==> src/rtl/audio_note_sequencer.sv <==
// Note-table sequencer: plays {phase increment, duration} entries into one wave generator and
// owns the 48 kHz sample-tick divider. Optional macro AUDIO_SEQ_LOOP_EN repeats the table until stopped.
module audio_note_sequencer #(
    parameter int DIV_SAMPLE = 259,
    parameter int DEPTH      = 16,
    parameter int FREQ_W     = 16,
    parameter int DUR_W      = 16
) (
    input  logic                         clk_i,
    input  logic                         rstn_i,
    input  logic                         wr_en_i,
    input  logic [$clog2(DEPTH)-1:0]     wr_addr_i,
    input  logic [FREQ_W+DUR_W-1:0]      wr_data_i,
    input  logic [$clog2(DEPTH):0]       len_i,
    input  logic                         start_i,
    input  logic                         stop_i,
    output logic [FREQ_W-1:0]            freq_o,
    output logic                         gate_o,
    output logic                         busy_o,
    output logic                         done_o,
    output logic                         tick_o
);

    localparam int AW = $clog2(DEPTH);
    localparam int CW = $clog2(DIV_SAMPLE + 1);
    localparam int EW = FREQ_W + DUR_W;
    localparam logic [AW:0]   LEN_MAX = (AW + 1)'(DEPTH);
    localparam logic [CW-1:0] DIV_MAX = CW'(DIV_SAMPLE);

    typedef enum logic [1:0] {
        S_IDLE,
        S_LOAD,
        S_PLAY,
        S_DONE
    } state_t;

    state_t            state_q, state_d;
    logic [CW-1:0]     div_q, div_d;
    logic [AW-1:0]     idx_q, idx_d;
    logic [AW:0]       len_q, len_d;
    logic [DUR_W-1:0]  dur_q, dur_d;
    logic              done_q, done_d;
    logic              rd_en;
    logic              tick;
    logic              last_note;
    logic [AW:0]       len_clamped;
    logic [EW-1:0]     mem_q [DEPTH];
    logic [EW-1:0]     rd_q;
    logic [DUR_W-1:0]  rd_dur;

    assign tick        = (div_q == DIV_MAX);
    assign div_d       = tick ? '0 : div_q + CW'(1);
    assign len_clamped = (len_i > LEN_MAX) ? LEN_MAX : len_i;
    assign last_note   = ({1'b0, idx_q} == (len_q - (AW + 1)'(1)));
    assign rd_dur      = rd_q[DUR_W-1:0];

    // Table RAM: read is issued on the edge entering LOAD, so the entry is valid during LOAD.
    always_ff @(posedge clk_i) begin
        if (wr_en_i) begin
            mem_q[wr_addr_i] <= wr_data_i;
        end
        if (rd_en) begin
            rd_q <= mem_q[idx_d];
        end
    end

    always_comb begin
        state_d = state_q;
        idx_d   = idx_q;
        len_d   = len_q;
        dur_d   = dur_q;
        done_d  = 1'b0;
        rd_en   = 1'b0;
        case (state_q)
            S_IDLE: begin
                if (start_i) begin
                    if (len_i != '0) begin
                        len_d   = len_clamped;
                        idx_d   = '0;
                        state_d = S_LOAD;
                        rd_en   = 1'b1;
                    end else begin
                        done_d = 1'b1;
                    end
                end
            end
            S_LOAD: begin
                dur_d   = (rd_dur == '0) ? DUR_W'(1) : rd_dur;
                state_d = S_PLAY;
            end
            S_PLAY: begin
                if (tick) begin
                    if (dur_q == DUR_W'(1)) begin
                        if (last_note) begin
`ifdef AUDIO_SEQ_LOOP_EN
                            idx_d   = '0;
                            state_d = S_LOAD;
                            rd_en   = 1'b1;
                            done_d  = 1'b1;
`else
                            state_d = S_DONE;
`endif
                        end else begin
                            idx_d   = idx_q + AW'(1);
                            state_d = S_LOAD;
                            rd_en   = 1'b1;
                        end
                    end else begin
                        dur_d = dur_q - DUR_W'(1);
                    end
                end
            end
            S_DONE: begin
                state_d = S_IDLE;
            end
            default: begin
                state_d = S_IDLE;
            end
        endcase
        // Abort overrides everything, including a start in the same cycle.
        if (stop_i) begin
            state_d = S_IDLE;
            done_d  = 1'b0;
            rd_en   = 1'b0;
        end
    end

    always_ff @(posedge clk_i or negedge rstn_i) begin
        if (!rstn_i) begin
            state_q <= S_IDLE;
            div_q   <= '0;
            idx_q   <= '0;
            len_q   <= '0;
            dur_q   <= '0;
            done_q  <= 1'b0;
        end else begin
            state_q <= state_d;
            div_q   <= div_d;
            idx_q   <= idx_d;
            len_q   <= len_d;
            dur_q   <= dur_d;
            done_q  <= done_d;
        end
    end

    assign gate_o = (state_q == S_LOAD) || (state_q == S_PLAY);
    assign freq_o = gate_o ? rd_q[EW-1 -: FREQ_W] : '0;
    assign busy_o = (state_q != S_IDLE);
    assign done_o = done_q || (state_q == S_DONE);
    assign tick_o = tick;

endmodule

==> config.mk <==
export PLATFORM = sky130hd
export DESIGN_NAME = audio_note_sequencer
export DESIGN_NICKNAME = d
export VERILOG_FILES = /design/src/rtl/audio_note_sequencer.sv
export SDC_FILE = /design/constraint.sdc
export NUM_CORES = 1
export LEC_CHECK = 0
export BUFFER_PORTS_ARGS = -buffer_cell sky130_fd_sc_hd__buf_2
export CORE_MARGIN = 1
export CORE_UTILIZATION = 62
export CTS_CLUSTER_SIZE = 12
export DETAILED_ROUTE_END_ITERATION = 10
export HOLD_SLACK_MARGIN = 0.08
export PLACE_DENSITY_LB_ADDON = 0.08
export SYNTH_ARGS = -nofsm -noshare
export SYNTH_HDL_FRONTEND = slang
export SYNTH_SLANG_ARGS = --single-unit
==> constraint.sdc <==
create_clock -name clk_i -period 4.3 [get_ports clk_i]
set_clock_uncertainty 0.1 [all_clocks]
set_input_delay 0.86 -clock clk_i [delete_from_list [all_inputs] [get_ports clk_i]]
set_output_delay 0.86 -clock clk_i [all_outputs]
set_load 0.02 [all_outputs]
After elaboration in Yosys (flattened, before gate mapping) --
Memories as Yosys holds them, arrays and structs flattened. A register that Yosys moved wholly into a read port is not among the register bits. Cells that the tools add are included.
Operators by class: multiplexer cells 33, $lt $le $gt $ge 1, add/sub/neg operators 4, eq/ne operators 12, reduce and logical (&&, ||, !) cells 10
Operator list (number):
- $mux W16 | 4
- $pmux W16 S2 | 1
- $mux W4 | 5
- $eq A16 B1 Y1 const B | 1
- $logic_not A16 Y1 | 1
- $sub A16 B1 Y16 const B | 1
- $mux W1 | 12
- $mux W2 | 6
- $ne A3 B3 Y1 const B | 4
- $add A9 B1 Y9 const B | 1
- $eq A9 B9 Y1 const B | 1
- $mux W9 | 1
- $pmux W2 S4 | 1
- $pmux W4 S2 | 1
- $reduce_and A3 Y1 | 2
- $eq A4 B5 Y1 | 1
- $gt A5 B5 Y1 const B | 1
- $mux W5 | 1
- $reduce_bool A5 Y1 | 1
- $sub A5 B1 Y5 const B | 1
- $add A4 B1 Y4 const B | 1
- $eq A2 B2 Y1 const B | 2
- $ne A2 B2 Y1 const B | 2
- $reduce_and A4 Y1 | 1
- 5 further kinds | 7
Storage, ports and cells: memories 1, bits in registers 37, RAM bits 512, output and inout bits 20
Memories:
- mem_q | words 16, bits a word 32, read ports 1, clocked after Yosys merged registers in 1, write ports 1, RTL line 47 | logic [EW-1:0] mem_q [DEPTH];

Depth between registers and ports, before layout --
Gate-level depths: netlist of the first run.
word-level depth 7, mapped depth 15, depth with buffers taken out 12

Worst setup path before layout of the first run --
Ideal clock, no wire load.
kind input to register, from in wr_addr_i[2], to mem mem_q[0][0] in the netlist's numbering (enable), data arrival time 3.578 ns, path buffers 0, stages on the path 2, slack 0.160 ns, required time 3.739 ns, cell sequence or3b_2 nor3_1
RTL lines:
- from (decl) | RTL line 12 | input logic [$clog2(DEPTH)-1:0] wr_addr_i,
- to (decl) | RTL line 47
No word-level cell before the write port.

Worst setup path in the final report of the first run --
from reg len_q[0], to reg rd_q[6] (read register of mem_q) (data pin)
On the way: longest elaborated chain between the ends 7, elaborated cells between the ends (all ways) 11, classes of those cells 1 x add/sub; 1 x eq/ne; 9 x mux
RTL lines:
- from (decl) | RTL line 40 | logic [AW:0] len_q, len_d;
- from (signal assigned) | RTL line 140 | len_q <= len_d;
- $sub A5 B1 Y5 (*) | RTL line 54 | assign last_note = ({1'b0, idx_q} == (len_q - (AW + 1)'(1)));
- $eq A4 B5 Y1 (*) | RTL line 54
- $mux W1 | RTL line 94 | if (last_note) begin
- $mux W1 | RTL line 93 | if (dur_q == DUR_W'(1)) begin
- $mux W1 | RTL line 92 | if (tick) begin
- $pmux W1 S2 | RTL line 74 | case (state_q)
- $mux W1 | RTL line 121 | if (stop_i) begin
- to (decl) | RTL line 48 | logic [EW-1:0] rd_q;
Every way passes the cells marked *; elsewhere a longest branch is shown, timed or not. A chain may end at the register's enable or synchronous reset.

==> results.py, run 1 <==
metrics = {
    "status": {
        "status": "complete, no violations",
    },
    "sta": {
        "period_needed_ns": 3.97,
        "rsz0062_at_grt": "no",
        "setup_viol": 0,
        "tightest_slew_ns": 1.08,
        "max_freq_ghz": 0.252,
        "layout_setup_ws_ns": 0.332,
        "slew_headroom_pct": 27.8,
        "tns_ns": 0,
        "slew_violations": 0,
        "period_share_pct": 92.3,
        "final_hold_viol_count": 0,
    },
    "layout": {
        "final_nets": 1671,
        "fin_util_pct": 70.9,
        "seqCellArea_um2": 17300,
        "drive_gt1_share_pct": 14.4,
        "syn_to_final_growth_pct": 11.9,
        "multi_input_area_um2": 5700,
        "final_cell_count_no_fill": 2151,
        "nFillCells": 2335,
    },
    "clock_tree": {
        "cts_resized": 0,
        "cts_tree": "yes",
        "path_clk_slew_ns": 0.06,
        "post_cts_buffers": 0,
        "ctsHoldBuffers": 0,
        "cts.sinks": 581,
        "h-tree-depth": 2,
        "cts_buffers": 57,
        "clk_latency_ns": 0.62,
        "cts-root-buf": "clkbuf_16",
        "clk_path_buf_depth": 3,
    },
    "placed_design": {
        "hpwl_um": 29600,
        "io_buffers": 65,
        "place_congestion": 0.817,
        "pre_cts_slack_ns": 0.462,
        "dpl.cell_count": 2060,
    },
    "grt": {
        "antenna_found_initial": 1,
        "grt_max_degree": 112,
        "track_usage_pct": 29.0,
        "grt_overflow_total": 0,
        "grt_pass1_vias": 13500,
        "grt_pass1_wl_um": 81500,
    },
    "route": {
        "drtIter0Drc": 1457,
        "drc": 0,
        "ant_nets": 0,
        "via_per_inst": 6.51,
        "wirelength_um": 54600,
        "post_drt_wl_per_cell_um": 25.4,
        "drt_first_pass_iters": 5,
        "vias": 14000,
    },
    "synthesis": {
        "postSynthCellCount": 1532,
        "synth_edf_count": 544,
        "synth.most_common_cell": "edfxtp_1",
        "synth-compound-area-share_pct": 9.06,
        "yosysSeqAreaShare_pct": 73.9,
        "synth-simple-area-share_pct": 9.66,
        "synth-seq-cells": 581,
        "syn_avg_cell_area_um2": 15.3,
        "synthAdderAreaFrac_pct": 0.536,
        "synth_commonest_cells": "edfxtp_1 (544), and3_1 (141), nand2_1 (126)",
        "synthArstFlopShare_pct": 6.37,
        "synth_flop_cell": "edfxtp_1",
        "synthTopCellsByArea": "edfxtp_1 (70%), dfrtp_1 (4.0%), and3_1 (3.8%)",
        "synth_area_leader_cell": "edfxtp_1",
        "yosysWarnings": 0,
        "synth_area_um2": 23400,
        "synth_xor_area_share_pct": 0.450,
        "yosysUniqueCellTypes": 70,
        "synthDominantCellAreaShare_pct": 69.9,
        "synthesis.nets": 1588,
        "synthMuxAreaShare_pct": 4.07,
        "synth_top_family_by_area": "simple AND/OR/NAND/NOR gates",
    },
    "power": {
        "peakVddDrop_uv": 371,
        "power_density_nw_per_um2": 461,
        "cellLeakagePower_nw": 8.38,
    },
    "floorplan": {
        "die_w_um": 196,
        "pin_count": 66,
        "fp.coreArea_um2": 36900,
        "dieHeight_um": 196,
        "start_util_pct": 63.4,
        "rows": 70,
        "die_area_um2": 38500,
    },
    "min_path": {
        "hp-class": "input port to asynchronous set/reset pin",
    },
    "worst_setup_path": {
        "start_kind": "flip-flop",
        "cp.required_ns": 4.55,
        "cp-end-kind": "flip-flop",
        "path_class": "flip-flop to flip-flop",
        "crit_arrival_ns": 4.22,
        "worstPathMaxFanout": 111,
    },
    "run": {
        "maxCapViolations": 0,
    },
}
## metal layers
layer	vias up	share of wire (%)	track usage, %
met5	-	0	0
met2	639	47	45.9
met1	7048	42	42.5
met3	99	8.9	4.33
li1	6226	-	-
met4	0	2.2	7.90
## layout make-up
type                    count  area share [%]
multi-input cells         838            21.8
inverters                  18           0.287
diodes                      2          0.0191
flip-flops and latches    581            66.0
clock buffers              79            5.88
clock inverters            10           0.388
well taps                 504            2.41
repair buffers            119            3.22
## cell usage in the layout, fill, tap and decap left out, drive strengths merged, types with 15 or more instances in the layout
cell type  netlist  routed
buf             38     119
o21ai           26      26
mux2i           77      77
and2            19      19
a211oi         107     107
dfrtp           37      37
clkbuf          57      79
mux2            16      16
o2111ai         32      32
o211ai          31      31
nor4            33      33
nand3           27      27
nand2          126     126
nor2            33      33
edfxtp         544     544
and3           141     141
a21oi           54      54
nor3            15      15
inv             18      20
## stage by stage
step / hold slack [ns] / instance area, µm² / power, W
2_1_floorplan: 0.325 / 23400 / 0.00724
3_3_place_gp: 0.344 / 24500 / 0.00758
3_5_place_dp: 0.353 / 24500 / 0.00761
4_1_cts: 0.279 / 26100 / 0.0121
5_1_grt: 0.323 / 26100 / 0.0124
6_report: 0.267 / 26200 / 0.0120
## state kept, by name, indices dropped and copies added (netlist names)
name / cells
div_q: 9
done_q: 1
dur_q: 16
idx_q: 4
len_q: 5
mem_q: 512
rd_q: 32
state_q: 2
## worst max-delay path, stage by stage, from the launching register on
cell	delay, ns
dfrtp_1	0.44
o31a_1	0.33
o21ai_0	0.23
o41a_1	0.39
or2_1	0.19
a41o_2	0.21
buf_4	0.78
nand3_2	0.18
buf_4	0.31
a21oi_1	0.20
o211ai_1	0.11
and3_1	0.21
## logic make-up after synthesis
| group | Yosys count |
|---|---|
| XOR/XNOR | 12 |
| AND/OR/NAND/NOR | 423 |
| buffers and inverters | 113 |
| adder cells (fa/ha/maj) | 10 |
| flip-flops | 581 |
| multiplexers | 93 |
| AO/OA/AOI/OAI | 300 |
## power by group
part / internal (W) / switching, W
combinational: 0.000306 / 0.000613
clock: 0.00257 / 0.00197
sequential: 0.00642 / 0.000165
## worst paths after layout
| check | from | end | slack, ns | cells after the start |
|---|---|---|---|---|
| max | len_q[0] | rd_q[6] | 0.33 | 11 |
| min | rstn_i | len_q[3] | 0.27 | 1 |
| max reg2reg | len_q[0] | rd_q[6] | 0.33 | 11 |
| min reg2reg | div_q[0] | div_q[0] | 0.36 | 1 |
| max in group asynchronous | rstn_i | dur_q[11] | 3.27 | 1 |
| min in group clk_i | div_q[0] | div_q[0] | 0.36 | 1 |
(Power assumes the default switching activity.)
==> run 2, diff against run 1 <==
--- a/config.mk
+++ b/config.mk
@@ -7,7 +7,8 @@
 export LEC_CHECK = 0
 export BUFFER_PORTS_ARGS = -buffer_cell sky130_fd_sc_hd__buf_2
 export CORE_MARGIN = 1
-export CORE_UTILIZATION = 62
+export CORE_UTILIZATION = 55
+export CTS_BUF_LIST = sky130_fd_sc_hd__clkbuf_16
 export CTS_CLUSTER_SIZE = 12
 export DETAILED_ROUTE_END_ITERATION = 10
 export HOLD_SLACK_MARGIN = 0.08
==> run 2 against run 1 <==
  * Setup slack better by 0.047 ns
  * Maximum frequency rose by 1.2%
  * Non-clock buffer count fell by 2
  * Clock power increased by 3%
  * Hold slack improved by 0.0013 ns
  * Cell count is 2.1% higher
  * Register-to-register slack improved by 0.05 ns
  * Global-route usage decreased by 2.2 points
  * First-iteration DRC count fell by 1.3%
  * Largest cell class unchanged
==> results.py, run 2 (synthesis gave the netlist of run 1 again) <==
metrics = {
    "status": {
        "status": "complete, no violations",
    },
    "floorplan": {
        "dieHeight_um": 208,
        "start_util_pct": 55.7,
        "pin_count": 66,
        "rows": 75,
        "die_area_um2": 43300,
        "die_w_um": 208,
        "fp.coreArea_um2": 41900,
    },
    "power": {
        "cellLeakagePower_nw": 8.53,
        "pwr-share-comb_pct": 7.7,
        "pwr-share-seq_pct": 54.0,
        "internal-power_w": 0.00934,
        "clockPowerShare_pct": 38.3,
        "power_density_nw_per_um2": 463,
        "peakVddDrop_uv": 324,
        "power_switching_share_pct": 23.4,
        "power.switching_w": 0.00286,
    },
    "worst_setup_path": {
        "worst_path_most_repeated_cell": "buf_4",
        "reg2reg_to": "rd_q[14]",
        "path_class": "flip-flop to flip-flop",
        "r2r_cells": 13,
        "crit_path_top_delay_cell": "buf_4",
        "start_kind": "flip-flop",
        "endpoint": "rd_q[14]",
        "regToRegSetupSlack_ns": 0.38,
        "cp.required_ns": 4.57,
        "crit_arrival_ns": 4.19,
        "cp-end-kind": "flip-flop",
        "critical_path.cell_chain": "inv_1, ha_1, nand2b_1, xnor2_1, o41a_1, or2_1, a41o_2, buf_4, nand3_2, buf_4, a21oi_1, o211ai_1, and3_1",
        "regToRegStartpoint": "len_q[0]",
        "critPathLaunch": "len_q[0]",
        "cpPeakStageDelay_ns": 0.83,
        "worstPathMaxFanout": 111,
    },
    "sta": {
        "period_share_pct": 91.2,
        "final_hold_viol_count": 0,
        "max_freq_ghz": 0.255,
        "slew_violations": 0,
        "slew_headroom_pct": 22.9,
        "tightest_slew_ns": 1.16,
        "rsz0062_at_grt": "no",
        "layout_setup_ws_ns": 0.380,
        "period_needed_ns": 3.92,
        "tns_ns": 0,
        "setup_viol": 0,
        "whs_ns": 0.268,
    },
    "clock_tree": {
        "cts_buffers": 59,
        "cts_tree": "yes",
        "clk_path_buf_depth": 3,
        "h-tree-depth": 2,
        "path_clk_slew_ns": 0.06,
        "cts-root-buf": "clkbuf_16",
        "ctsHoldBuffers": 0,
        "cts.sinks": 581,
        "cts_resized": 0,
        "post_cts_buffers": 0,
        "clk_latency_ns": 0.62,
    },
    "route": {
        "post_drt_wl_per_cell_um": 25.9,
        "drtIter0Drc": 1438,
        "drt_first_pass_iters": 5,
        "ant_nets": 0,
        "vias": 13900,
        "drc": 0,
        "wirelength_um": 57000,
        "via_per_inst": 6.34,
    },
    "layout": {
        "syn_to_final_growth_pct": 12.6,
        "top_regs": "mem_q: 512 flops, rd_q: 32 flops, dur_q: 16 flops",
        "final_nets": 1671,
        "fin_util_pct": 62.7,
        "layout_commonest_cell": "edfxtp_1",
        "largest_reg_flops": 512,
        "layout_common_cells": "edfxtp_1 (544), and3_1 (141), nand2_1 (126)",
        "drive_gt1_share_pct": 14.4,
        "top_register": "mem_q",
    },
    "run": {
        "maxCapViolations": 0,
    },
    "grt": {
        "track_usage_pct": 26.7,
        "antenna_found_initial": 0,
        "grt_overflow_total": 0,
        "grt_pass1_vias": 13600,
        "grt_pass1_wl_um": 85800,
        "grt_max_degree": 112,
    },
    "placed_design": {
        "io_buffers": 65,
        "pre_cts_slack_ns": 0.453,
        "hpwl_um": 30600,
        "place_congestion": 0.801,
    },
    "min_path": {
        "hp-class": "input port to asynchronous set/reset pin",
    },
}
run 2: through the flow:
| stage | total power [W] | area (µm²) | instances |
|---|---|---|---|
| 2_1_floorplan | 0.00724 | 23400 | 1532 |
| 3_3_place_gp | 0.00761 | 24600 | 2093 |
| 3_5_place_dp | 0.00763 | 24600 | 2093 |
| 4_1_cts | 0.0123 | 26300 | 2195 |
| 5_1_grt | 0.0126 | 26300 | 2195 |
| 6_report | 0.0122 | 26300 | 2196 |
run 2: final cells by class:
cell class | count | area [µm²]
Multi-Input combinational cell | 838 | 5700
Antenna cell | 1 | 2.50
Clock inverter | 42 | 238
Fill cell | 3096 | 15600
Clock buffer | 60 | 1500
Sequential cell | 581 | 17300
Tap cell | 539 | 674
Inverter | 18 | 75.1
Timing Repair Buffer | 117 | 866
run 2: power groups by stage:
stage | clock (W) | sequential [W] | combinational [W]
6_report | 0.00467 | 0.00659 | 0.000941
5_1_grt | 0.00494 | 0.00661 | 0.00103
4_1_cts | 0.00473 | 0.00658 | 0.000944
3_5_place_dp | 0 | 0.00670 | 0.000938
3_3_place_gp | 0 | 0.00669 | 0.000924
2_1_floorplan | 0 | 0.00664 | 0.000593
run 2: critical path, delay by kind of cell, from the launching register on:
family | cells | cell delay (ns)
AO/OA/AOI/OAI | 4 | 0.85
buffers and inverters | 3 | 1.20
AND/OR/NAND/NOR | 4 | 0.68
adder cells (fa/ha/maj) | 1 | 0.22
XOR/XNOR | 1 | 0.13
flip-flops | 1 | 0.42
run 2: how the worst min path moves through the flow:
stage / endpoint / slack, ns / cells after the start
CTS: idx_q[2] / 0.28 / 1
finish: idx_q[2] / 0.27 / 1
floorplan: div_q[0] / 0.33 / 1
detailed placement: div_q[0] / 0.36 / 1
global route: len_q[3] / 0.32 / 1
global placement: div_q[0] / 0.34 / 1
run 2: routing by layer:
| layer | track usage, % | vias to the layer above | wire length, µm |
|---|---|---|---|
| li1 | - | 6226 | - |
| met1 | 40.2 | 7079 | 25500 |
| met2 | 40.9 | 538 | 26100 |
| met3 | 3.92 | 72 | 4320 |
| met4 | 7.71 | 0 | 1020 |
| met5 | 0 | - | 0 |
==> run 3, diff against run 2 <==
--- a/config.mk
+++ b/config.mk
@@ -13,6 +13,7 @@
 export DETAILED_ROUTE_END_ITERATION = 10
 export HOLD_SLACK_MARGIN = 0.08
 export PLACE_DENSITY_LB_ADDON = 0.08
+export RECOVER_POWER = 25
 export SYNTH_ARGS = -nofsm -noshare
 export SYNTH_HDL_FRONTEND = slang
 export SYNTH_SLANG_ARGS = --single-unit
==> run 3 against run 2 <==
  * Combinational power is 0.5% lower
  * Setup slack worse by 0.023 ns
  * First-iteration DRC count up 11%
  * Register-to-register slack worse by 0.02 ns
  * Via count hardly changed
  * Count of clock-buffer cells in the layout did not move
  * Sequential power barely moved
  * Utilization decreased by 0.075 points
  * Sequential cell count stayed put
  * Maximum frequency down 0.57%
  * Hold slack better by 0.00092 ns
  * Largest cell class unchanged
  * Largest power group unchanged
==> results.py, run 3 (synthesis gave the netlist of run 1 again) <==
metrics = {
    "route": {
        "drt_first_pass_iters": 7,
        "via_per_inst": 6.34,
        "wirelength_um": 57000,
        "post_drt_wl_per_cell_um": 26.0,
        "vias": 13900,
        "ant_nets": 0,
        "drtIter0Drc": 1600,
        "drc": 0,
    },
    "placed_design": {
        "io_buffers": 65,
        "pre_cts_slack_ns": 0.453,
        "hpwl_um": 30600,
        "placed_area_um2": 24600,
        "place_congestion": 0.801,
    },
    "sta": {
        "slew_violations": 0,
        "slew_headroom_pct": 22.8,
        "setup_viol": 0,
        "max_freq_ghz": 0.254,
        "final_hold_viol_count": 0,
        "rsz0062_at_grt": "no",
        "tightest_slew_ns": 1.16,
        "period_share_pct": 91.7,
        "tns_ns": 0,
        "period_needed_ns": 3.94,
        "layout_setup_ws_ns": 0.357,
    },
    "clock_tree": {
        "cts-root-buf": "clkbuf_16",
        "path_clk_slew_ns": 0.06,
        "post_cts_buffers": 0,
        "ctsHoldBuffers": 0,
        "clk_latency_ns": 0.62,
        "cts_resized": 0,
        "clk_path_buf_depth": 3,
        "h-tree-depth": 2,
        "cts.sinks": 581,
        "cts_tree": "yes",
        "cts_buffers": 59,
    },
    "layout": {
        "layout_commonest_cell": "edfxtp_1",
        "diodes": 0,
        "top_register": "mem_q",
        "top_regs": "mem_q: 512 flops, rd_q: 32 flops, dur_q: 16 flops",
        "layout_common_cells": "edfxtp_1 (544), and3_1 (141), nand2_1 (126)",
        "syn_to_final_growth_pct": 12.5,
        "drive_gt1_share_pct": 13.0,
        "fin_util_pct": 62.7,
        "final_area_um2": 26300,
        "final_nets": 1671,
        "largest_reg_flops": 512,
    },
    "grt": {
        "grt_overflow_total": 0,
        "track_usage_pct": 26.7,
        "grt_pass1_wl_um": 85800,
        "antenna_found_initial": 0,
        "grt_max_degree": 112,
        "grt_pass1_vias": 13600,
    },
    "floorplan": {
        "fp.coreArea_um2": 41900,
        "die_area_um2": 43300,
        "rows": 75,
        "die_w_um": 208,
        "pin_count": 66,
        "start_util_pct": 55.7,
        "dieHeight_um": 208,
    },
    "power": {
        "power_density_nw_per_um2": 464,
        "power.switching_w": 0.00286,
        "cellLeakagePower_nw": 8.47,
        "pwr-share-comb_pct": 7.7,
        "power_switching_share_pct": 23.4,
        "finalPower_w": 0.0122,
        "clockPowerShare_pct": 38.3,
        "internal-power_w": 0.00933,
        "pwr-share-seq_pct": 54.0,
        "peakVddDrop_uv": 324,
    },
    "min_path": {
        "hp-class": "input port to asynchronous set/reset pin",
    },
    "worst_setup_path": {
        "cp.required_ns": 4.56,
        "crit_arrival_ns": 4.20,
        "crit_path_top_delay_cell": "buf_4",
        "r2r_cells": 13,
        "cp-end-kind": "flip-flop",
        "endpoint": "rd_q[31]",
        "regToRegStartpoint": "len_q[0]",
        "critical_path.cell_chain": "inv_1, ha_1, nand2b_1, xnor2_1, o41a_1, or2_1, a41o_2, buf_4, nand3_2, buf_4, a21oi_1, o211ai_1, and3_1",
        "regToRegSetupSlack_ns": 0.36,
        "worstPathMaxFanout": 111,
        "critPathLaunch": "len_q[0]",
        "reg2reg_to": "rd_q[31]",
        "cpPeakStageDelay_ns": 0.83,
        "path_class": "flip-flop to flip-flop",
        "start_kind": "flip-flop",
        "worst_path_most_repeated_cell": "buf_4",
    },
    "status": {
        "status": "complete, no violations",
    },
    "run": {
        "maxCapViolations": 0,
    },
}
-- run 3: changes by cell type in the layout (fill, tap and decap cells not counted) --
cell / previous run / this run
buf_2: 65 / 42
clkbuf_1: 0 / 23
diode_2: 1 / 0
-- run 3: how the worst min path moves through the flow --
stage | from | to | slack [ns] | depth (start not counted)
3_3_place_gp | div_q[0] | div_q[0] | 0.34 | 1
3_5_place_dp | div_q[0] | div_q[0] | 0.36 | 1
5_1_grt | rstn_i | len_q[3] | 0.32 | 1
2_1_floorplan | div_q[0] | div_q[0] | 0.33 | 1
6_report | rstn_i | idx_q[2] | 0.27 | 1
4_1_cts | rstn_i | idx_q[2] | 0.28 | 1
-- run 3: per-layer routing --
layer	vias up	track usage, %	wire [µm]
li1	6225	-	-
met1	7045	40.2	25400
met2	563	40.9	26100
met3	81	3.92	4390
met4	0	7.71	1070
met5	-	0	0
-- run 3: worst max-delay path, delay by kind of cell (launching register included) --
kind / cells / cell delay [ns]
xor gates and xnor gates: 1 / 0.13
and+or+nand+nor: 4 / 0.68
DFF: 1 / 0.42
adders and majority gates: 1 / 0.22
buffers and inverters: 3 / 1.20
AOI/OAI and AO/OA: 4 / 0.85
-- run 3: stage by stage --
| stage | hold slack, ns | instances |
|---|---|---|
| after global placement | 0.343 | 2093 |
| after global routing | 0.316 | 2195 |
| final | 0.269 | 2195 |
| after CTS | 0.278 | 2195 |
| after floorplan | 0.325 | 1532 |
| after detailed placement | 0.356 | 2093 |
-- run 3: final cells by class --
type                       instances  area, µm²
timing repair buffer             117        837
inverter                          18       75.1
clock buffer                      60       1500
clock inverter                    42        238
sequential                       581      17300
multi-input combinational        838       5700
fill                            3102      15700
tap                              539        674
-- run 3: power by group through the flow --
stage                     clock (W)  sequential, W  combinational [W]
after floorplan                   0        0.00664           0.000593
after global placement            0        0.00669           0.000924
after detailed placement          0        0.00670           0.000938
after CTS                   0.00473        0.00658           0.000944
after global routing        0.00494        0.00661            0.00103
final                       0.00467        0.00659           0.000936
